[src/rtl/load_store_unit.sv]
`default_nettype none
// load_store_unit: multi-cycle load/store bridge between the core and a ready/valid data bus.
// Stalls the core during an access and returns aligned, extended load data.
module load_store_unit #(
  parameter int unsigned TIMEOUT_CYCLES = 255
) (
  input  logic        clk,
  input  logic        reset,
  input  logic        MemRead,
  input  logic        MemWrite,
  input  logic [2:0]  funct3,
  input  logic [31:0] ALUResult,
  input  logic [31:0] WriteData,
  output logic [31:0] ReadData,
  output logic        Stall,
  output logic        AccessFault,
  output logic        mem_req,
  output logic        mem_we,
  output logic [31:0] mem_addr,
  output logic [3:0]  mem_be,
  output logic [31:0] mem_wdata,
  input  logic        mem_ready,
  input  logic [31:0] mem_rdata
);

  typedef enum logic [1:0] {
    IDLE = 2'd0,
    BUSY = 2'd1,
    DONE = 2'd2
  } state_t;

  localparam logic [7:0] TIMEOUT_LAST = 8'(TIMEOUT_CYCLES - 1);

  state_t      state, state_next;
  logic        acc, legal, complete, timeout;
  logic [7:0]  cnt;
  logic [2:0]  f3_q;
  logic [1:0]  off_q;
  logic        fault_q;
  logic [3:0]  be_next;
  logic [31:0] wdata_next;
  logic [31:0] shifted, load_val;

  assign acc      = MemRead | MemWrite;
  assign complete = (state == BUSY) & mem_ready;
  assign timeout  = (state == BUSY) & ~mem_ready & (cnt == TIMEOUT_LAST);

  // A store with BU/HU encoding is illegal even though the same encoding is a valid load.
  always_comb begin
    legal = 1'b0;
    case (funct3)
      3'b000:  legal = 1'b1;
      3'b001:  legal = ~ALUResult[0];
      3'b010:  legal = (ALUResult[1:0] == 2'b00);
      3'b100:  legal = ~MemWrite;
      3'b101:  legal = ~MemWrite & ~ALUResult[0];
      default: legal = 1'b0;
    endcase
  end

  always_comb begin
    be_next    = 4'b1111;
    wdata_next = WriteData;
    if (MemWrite) begin
      case (funct3)
        3'b000: begin
          be_next    = 4'b0001 << ALUResult[1:0];
          wdata_next = {4{WriteData[7:0]}};
        end
        3'b001: begin
          be_next    = ALUResult[1] ? 4'b1100 : 4'b0011;
          wdata_next = {2{WriteData[15:0]}};
        end
        default: begin
          be_next    = 4'b1111;
          wdata_next = WriteData;
        end
      endcase
    end
  end

  always_comb begin
    shifted  = mem_rdata >> {off_q, 3'b000};
    load_val = shifted;
    case (f3_q)
      3'b000:  load_val = {{24{shifted[7]}}, shifted[7:0]};
      3'b001:  load_val = {{16{shifted[15]}}, shifted[15:0]};
      3'b100:  load_val = {24'b0, shifted[7:0]};
      3'b101:  load_val = {16'b0, shifted[15:0]};
      default: load_val = shifted;
    endcase
  end

  always_comb begin
    state_next = state;
    case (state)
      IDLE:    if (acc && legal) state_next = BUSY;
      BUSY:    if (complete || timeout) state_next = DONE;
      DONE:    state_next = IDLE;
      default: state_next = IDLE;
    endcase
  end

  assign Stall       = ~reset & (((state == IDLE) & acc & legal) | (state == BUSY));
  assign AccessFault = ~reset & (((state == IDLE) & acc & ~legal) | fault_q);

  always_ff @(posedge clk) begin
    if (reset) state <= IDLE;
    else       state <= state_next;
  end

  always_ff @(posedge clk) begin
    if (reset) begin
      mem_req   <= 1'b0;
      mem_we    <= 1'b0;
      mem_addr  <= 32'b0;
      mem_be    <= 4'b0;
      mem_wdata <= 32'b0;
      ReadData  <= 32'b0;
      cnt       <= 8'b0;
      f3_q      <= 3'b0;
      off_q     <= 2'b0;
      fault_q   <= 1'b0;
    end else begin
      fault_q <= 1'b0;
      case (state)
        IDLE: begin
          if (acc && legal) begin
            mem_req   <= 1'b1;
            mem_we    <= MemWrite;
            mem_addr  <= {ALUResult[31:2], 2'b00};
            mem_be    <= be_next;
            mem_wdata <= wdata_next;
            f3_q      <= funct3;
            off_q     <= ALUResult[1:0];
            cnt       <= 8'b0;
          end else if (acc) begin
            ReadData <= 32'b0;
          end
        end
        BUSY: begin
          if (mem_ready) begin
            mem_req <= 1'b0;
            if (!mem_we) ReadData <= load_val;
          end else if (timeout) begin
            mem_req  <= 1'b0;
            ReadData <= 32'b0;
            fault_q  <= 1'b1;
          end else begin
            cnt <= cnt + 8'd1;
          end
        end
        default: ;
      endcase
    end
  end

endmodule
`default_nettype wire

[config.mk]
export PLATFORM = sky130hd
export DESIGN_NAME = load_store_unit
export DESIGN_NICKNAME = d
export VERILOG_FILES = /design/src/rtl/load_store_unit.sv
export SDC_FILE = /design/constraint.sdc
export NUM_CORES = 1
export LEC_CHECK = 0
export BUFFER_PORTS_ARGS = -buffer_cell sky130_fd_sc_hd__buf_4
export CORE_ASPECT_RATIO = 0.8
export CORE_MARGIN = 2
export CORE_UTILIZATION = 44
export CTS_CLUSTER_SIZE = 40
export DETAILED_ROUTE_END_ITERATION = 10
export PLACE_DENSITY = 0.8
export SYNTH_ARGS = -nofsm -noshare
export SYNTH_HDL_FRONTEND = slang
export SYNTH_SLANG_ARGS = --single-unit
export TNS_END_PERCENT = 100
[constraint.sdc]
create_clock -name clk -period 1.6 [get_ports clk]
set_input_delay 0.16 -clock clk [delete_from_list [all_inputs] [get_ports clk]]
set_output_delay 0.16 -clock clk [all_outputs]
set_load 0.02 [all_outputs]
==> results.txt, run 1 <==
area share of xor/xnor cells in the synthesized design -> 0%
HP Class -> in2reg
setup slack of the most critical reg-to-reg path -> -0.15 ns
hold path cells -> 3
via count of the first global-routing pass -> 5682
proportion of layout cells with a drive suffix above 1 -> 50.0%
static power due to leakage -> 3.74 nW
flop and latch count out of synthesis -> 116
total clock buffers created by CTS -> 17
Chip Height -> 103 µm
Synth Cell Area -> 0.00541 mm²
initial cell density of the core -> 44.8%
most frequent standard cell in the layout excluding fill and tap cells -> buf_4
main combinational cell family by area after synthesis -> compound AO/OA/AOI/OAI gates
sequential-to-total area share from yosys stat -> 42.9%
DRT Wirelength -> 20.7 mm
count of different cell masters after synthesis -> 53
internal power component -> 6.54 mW
Worst-Skew Late Latency -> 0.41 ns
final worst path period need -> 1.75 ns
number of buffers between clock root and the deepest sink -> 2
final worst path period share -> 109%
total number of vias -> 6242
filler cell count -> 758
clock root buffer -> clkbuf_16
r2r startpoint -> state[0]
total gr overflow -> 0
placed cells -> 991
area of the core -> 0.0121 mm²
antenna viol nets, final -> 0
violations in the final reports -> setup timing
number of cells on the worst reg-to-reg path -> 5
Total Die Area -> 0.0132 mm²
antenna violations before repair -> 0
iteration count of the initial detailed-routing pass -> 5
Worst Clk Skew -> 0.0100 ns
total area of sequential cells -> 0.00233 mm²
fraction of power spent switching nets -> 27.6%
worst min-delay path startpoint -> ALUResult[26]
Layout Cells excl Fill -> 1052
RePlAce Congestion -> 0.968
adder and majority gate portion of the synthesized area -> 0.462%
post-place setup slack -> -0.188 ns
total design power -> 9.03 mW
input/output buffers -> 205
diode count -> 0
global-route wire length before repair -> 28.8 mm
sink of the worst hold path -> mem_addr[26]
total area of multi-input combinational cells -> 0.00333 mm²
share of the synthesized area in compound gates (AO/OA/AOI/OAI) -> 23.4%
sequential group share of total power -> 35.6%
Post-DP HPWL -> 12.8 mm
count of synthesis-stage warnings from yosys -> 0
PnR worst setup slack -> -0.145 ns
ys async rst share -> 0%
number of enable-type register cells in the synthesized netlist -> 0
number of standard-cell rows in the floorplan -> 36
chip width -> 128 µm
fmax -> 0.573 GHz
crit path max fanout -> 14
mux cell area share after synthesis -> 9.59%
Max Transition Viols Final -> 0
maximum number of pins on one net before global-route repair -> 62
post-detailed-route via-to-cell ratio -> 5.93
number of sinks handled by clock tree synthesis -> 116
TritonCTS clock tree -> built
DR DRC count -> 0
switching power -> 2.49 mW
data required time at the worst endpoint -> 1.93 ns
Clock Pin Slew Worst Setup and Hold Paths -> 0.06 ns
startpoint class of the critical path -> flop
Final Hold Violating Endpoints -> 0
number of instances in the synthesized netlist -> 624
count of nets after finishing -> 995
endpoint arrival time on the critical path -> 2.08 ns
routed length per instance -> 19.7 µm
Peak supply drop -> 0.687 mV
Max-Cap Viols -> 0
nature of the critical path endpoint -> flop
RSZ-0062 raised after global routing -> yes
number of placed I/O pins -> 208
final count of negative-setup-slack endpoints -> 38
result of the run -> complete, but fails checks
H-tree depth -> 4
simple-gate area share of the yosys netlist -> 17.7%
portion of total power attributed to combinational logic -> 23.1%
1st-iter DRT viols -> 522
endpoint of the worst register-to-register path -> ReadData[0]
power density over cell area -> 995 mW/mm²
average footprint of a synthesized cell -> 8.68 µm²
most frequent cells in the layout -> 263 x buf_4, 110 x dfxtp_1, 100 x nand2_1
area added between synthesis and finish -> 67.6%
commonest register cell after synthesis -> dfxtp_1
clock share of power -> 41.3%
Crit Path Class -> reg2reg
Global Route Usage Sum -> 27.9%
[through the flow]
stage	TNS (ns)	hold WS, ns	cell area (µm²)	util, %
detailed placement	-4.24	0.416	7540	62.5
finish	-2.85	0.00957	9070	75.1
global placement	-1.70	0.407	7540	62.5
global route	-5.79	0.00254	9070	75.1
floorplan	-0.0367	0.296	5480	-
CTS	-1.11	0.00106	8400	69.6
[kinds of logic (layout without fill, tap and decap cells)]
| group | after synthesis | after routing |
|---|---|---|
| AND/OR/NAND/NOR | 210 | 211 |
| AO/OA/AOI/OAI | 190 | 190 |
| flip-flops | 116 | 116 |
| buffers and inverters | 65 | 339 |
| multiplexers | 40 | 40 |
| adder cells (fa/ha/maj) | 2 | 2 |
| other | 1 | 2 |
[cell usage after synthesis, types with 2 or more instances]
master    number  area share (%)
nand2_1      132             9.2
dfxtp_1      116              43
a21oi_1       79             7.3
a311oi_1      24             3.9
buf_2         23             2.1
clkbuf_1      23             1.6
nor2_1        21             1.5
o211ai_1      19             2.6
a31oi_1       17             2.0
mux2i_1       17             3.1
mux2_2        15             3.1
nand3_1       13             1.2
o31ai_1        9             1.2
or4_1          9             1.2
a211oi_1       8             1.1
mux4_2         8             3.3
o32ai_1        8             1.3
nand2b_1       7            0.81
o21ai_0        7            0.65
a221oi_1       6            0.97
buf_1          6            0.42
buf_6          5             1.0
inv_1          5            0.35
nor3_1         5            0.46
buf_4          3            0.42
nand4_1        3            0.35
ha_1           2            0.46
nand3b_1       2            0.28
nor2b_1        2            0.23
nor3_2         2            0.37
nor3b_1        2            0.28
nor4_1         2            0.23
o21ai_1        2            0.18
o21bai_1       2            0.28
or2_2          2            0.23
[how the worst max path moves through the flow]
| stage | to | slack [ns] | cells after the start | start |
|---|---|---|---|---|
| finish | ReadData[0] | -0.15 | 5 | state[0] |
| CTS | Stall | -0.11 | 5 | state[0] |
| global placement | ReadData[16] | -0.08 | 4 | off_q[1] |
| floorplan | ReadData[6] | -0.02 | 7 | cnt[0] |
| detailed placement | ReadData[28] | -0.19 | 5 | off_q[0] |
| global route | ReadData[1] | -0.19 | 5 | state[0] |
[power by group through the flow]
stage / Combinational [mW] / Sequential (mW) / Clock [mW]
6_report: 2.08 / 3.21 / 3.73
5_1_grt: 2.20 / 3.23 / 3.88
4_1_cts: 1.81 / 3.19 / 3.73
3_5_place_dp: 1.72 / 3.24 / 0
3_3_place_gp: 1.68 / 3.23 / 0
2_1_floorplan: 0.712 / 3.42 / 0
[what timing repair did]
action | 4_1_cts | 5_1_grt
gates cloned | 3 | 5
endpoints found under the setup margin | 35 | 84
hold buffers | 9 | 0
buffers inserted | 8 | 6
gates resized for setup | 18 | 121
hold endpoints to repair | 9 | 0
pin swaps | 7 | 44
[sequential cells by signal, summed over array words and instances (netlist names)]
signal     flops
cnt            8
mem_req        1
mem_addr      30
f3_q           3
mem_be         4
mem_we         1
fault_q        1
mem_wdata     32
state          2
off_q          2
ReadData      32
[worst max-delay path, stage by stage (launching register included)]
cell and delay, ns:
dfxtp_4 0.38, buf_4 0.13, nor3_4 0.04, a311o_4 0.40
or4_1 0.53, a21oi_1 0.18
[layout make-up]
| cell class | count | share of cell area [%] |
|---|---|---|
| inverter | 5 | 0.207 |
| sequential | 116 | 25.7 |
| timing repair buffer | 304 | 28.9 |
| clock inverter | 4 | 0.772 |
| multi-input combinational | 445 | 36.7 |
| clock buffer | 26 | 5.61 |
| tap | 152 | 2.10 |
[metal layers]
layer	GRT usage, %	up-vias	wire [µm]
li1	-	2829	-
met1	35.5	2978	8250
met2	45.6	375	10100
met3	8.54	60	1820
met4	9.38	0	549
met5	0	-	0
Power figures use the tool's default switching activity.
==> run 2, diff against run 1 <==
CORE_UTILIZATION = 49   (was 44)
CTS_CLUSTER_DIAMETER = 200   (was default)
PLACE_DENSITY = 0.84   (was 0.8)
clock period = 1.8 ns   (was 1.6 ns; I/O delays follow)
==> run 2 against run 1 <==
Against the previous run: count of clock-buffer cells in the layout is 7 lower; non-clock buffer count is 59 lower; largest power group unchanged; critical path depth is 1 lower; total power is 13% lower; register-to-register slack better by 0.18 ns; the run now ends clean; utilization is 1.1 points lower; clock skew is 0.0011 ns lower; worst hold slack hardly changed.
==> results.txt, run 2 (synthesized netlist as in run 1, its figures left out) <==
crit path cell chain -> buf_12, mux2_2, a221oi_1, o32ai_2
iteration count of the initial detailed-routing pass -> 6 (+1)
total clock buffers created by CTS -> 17 (unchanged)
endpoint arrival time on the critical path -> 2.05 ns (-0.03 ns)
sequential group share of total power -> 35.9% (+0.3 points)
diode count -> 0 (unchanged)
final design utilization -> 74.0% (-1.1 points)
nature of the critical path endpoint -> flop
DRT Wirelength -> 17.9 mm (-14%)
Crit Path Class -> reg2reg
hold path cells -> 3 (unchanged)
portion of total power attributed to combinational logic -> 19.3% (-3.8 points)
actual slew at the worst max-slew pin -> 0.499 ns
initial cell density of the core -> 50.1% (+5.3 points)
Final Hold Violating Endpoints -> 0 (unchanged)
DR DRC count -> 0 (unchanged)
most frequent cells in the layout -> 235 x buf_4, 132 x nand2_1, 114 x dfxtp_1
setup slack of the most critical reg-to-reg path -> 0.04 ns (+0.18 ns)
proportion of layout cells with a drive suffix above 1 -> 39.5% (-10 points)
WL met1 -> 7.34 mm (-11%)
Post-DP HPWL -> 12.6 mm (-1.1%)
Max-Slew Margin vs Limit -> 66.7%
antenna viol nets, final -> 0 (unchanged)
number of buffers between clock root and the deepest sink -> 2 (unchanged)
Peak supply drop -> 0.761 mV (+11%)
placed cells -> 948 (-4.3%)
routed length per instance -> 18.2 µm (-7.7%)
antenna violations before repair -> 0 (unchanged)
Global Route Usage Sum -> 29.3% (+1.4 points)
hold_ws -> 0.00962 ns (+0.0000510 ns)
chip width -> 122 µm (-5.1%)
CP max stage delay -> 0.46 ns (-0.07 ns)
final count of negative-setup-slack endpoints -> 0 (-100%)
result of the run -> finished clean
Max Transition Viols Final -> 0 (unchanged)
most frequent standard cell in the layout excluding fill and tap cells -> buf_4
final worst path period need -> 1.76 ns (+0.0156 ns)
internal power component -> 5.68 mW (-13%)
H-tree depth -> 4 (unchanged)
RSZ-0062 raised after global routing -> yes
kind of cell with the highest combined delay on the critical path -> compound AO/OA/AOI/OAI gates
via count of the first global-routing pass -> 5483 (-3.5%)
maximum number of pins on one net before global-route repair -> 41 (-34%)
slowest library cell on the worst path -> a221oi_1
area added between synthesis and finish -> 47.7%
clock root buffer -> clkbuf_16
Chip Height -> 98.0 µm (-5.0%)
instance count on the critical path -> 4 (-1)
top flop regs -> ReadData (32), mem_wdata (32), mem_addr (30)
count of nets after finishing -> 935 (-6.0%)
RePlAce Congestion -> 0.914 (-5.6%)
area of the core -> 0.0108 mm² (-10%)
clock share of power -> 44.9% (+3.6 points)
number of standard-cell rows in the floorplan -> 34 (-5.6%)
fraction of power spent switching nets -> 28.0% (+0.45 points)
Layout Cells excl Fill -> 986 (-6.3%)
Worst Clk Skew -> 0.00888 ns (-0.00115 ns)
Max-Cap Viols -> 0 (unchanged)
global-route wire length before repair -> 27.4 mm (-4.9%)
total gr overflow -> 0 (unchanged)
TritonCTS clock tree -> built
static power due to leakage -> 3.25 nW (-13%)
Critical path buffers and inverters -> 1 (unchanged)
Worst-Skew Late Latency -> 0.42 ns (about the same)
Top Layer Used -> met4
number of cells on the worst reg-to-reg path -> 4 (-1)
fmax -> 0.568 GHz (-0.89%)
number of sinks handled by clock tree synthesis -> 116 (unchanged)
wire length on met3 -> 1.62 mm (-11%)
final worst path period share -> 97.8% (-11 points)
switching power -> 2.21 mW (-11%)
startpoint class of the critical path -> flop
1st-iter DRT viols -> 507 (-2.9%)
total number of vias -> 5787 (-7.3%)
input/output buffers -> 205 (unchanged)
number of placed I/O pins -> 208 (unchanged)
HP Class -> in2reg
power density over cell area -> 987 mW/mm² (-0.80%)
Total Die Area -> 0.0119 mm² (-9.9%)
Clock Pin Slew Worst Setup and Hold Paths -> 0.06 ns (about the same)
Routed met2 length -> 8.62 mm (-15%)
post-detailed-route via-to-cell ratio -> 5.87 (-1.1%)
crit path max fanout -> 25 (+11)
filler cell count -> 797 (+5.1%)
data required time at the worst endpoint -> 2.09 ns (+0.16 ns)
[run 2: cell count changes in the layout (fill, tap and decap cells not counted), sizes merged]
cell	previous run	this run
buf	290	244
clkbuf	30	20
dlygate4sd3	9	0
clkinv	2	6
inv	5	8
bufbuf	1	0
bufinv	2	3
clkinvlp	0	1
nand4b	3	2
[run 2: path summary, 6_finish.rpt]
path                                      to     startpoint
worst min register to register  mem_wdata[5]   mem_wdata[5]
worst max register to register   ReadData[9]       off_q[0]
worst min-delay path            mem_addr[26]  ALUResult[26]
worst max-delay path             ReadData[9]       off_q[0]
[run 2: cell type report]
class	count	area, µm²	share of cell area [%]
inverters	5	18.8	0.235
flip-flops and latches	116	2330	29.1
clock buffers	19	453	5.66
multi-input cells	444	2910	36.4
repair buffers	245	1940	24.2
well taps	144	180	2.25
clock inverters	13	173	2.16
[run 2: metal layers]
layer,GRT usage (%),vias to the layer above
li1,-,2703
met1,37.4,2749
met2,47.2,296
met3,8.06,39
met4,11.3,0
met5,0,-
[run 2: worst min-delay path, cell delays in order]
cell and delay [ns]:
buf_4 0.11, nand2_1 0.04, a21oi_1 0.05
[run 2: through the flow]
| step | power, mW | setup slack [ns] | setup TNS (ns) | cell area (µm²) |
|---|---|---|---|---|
| final | 7.89 | 0.0392 | 0 | 8000 |
| after global routing | 8.17 | -0.0253 | -0.104 | 8000 |
| after CTS | 7.85 | 0.00252 | 0 | 7830 |
| after detailed placement | 4.32 | -0.0125 | -0.0261 | 7190 |
| after global placement | 4.28 | 0.103 | 0 | 7190 |
| after floorplan | 3.66 | 0.0186 | 0 | 5420 |
[run 2: timing repair]
item	CTS	global route
setup buffers	2	2
resized for setup	2	29
pin swaps	1	2
setup endpoints to repair	4	33
hold buffers	0	0
gates cloned	0	2
[run 2: power by group through the flow]
stage	Combinational, mW	Sequential [mW]	Clock (mW)
2_1_floorplan	0.623	3.04	0
3_3_place_gp	1.41	2.87	0
3_5_place_dp	1.44	2.88	0
4_1_cts	1.45	2.83	3.57
5_1_grt	1.62	2.85	3.70
6_report	1.52	2.83	3.54
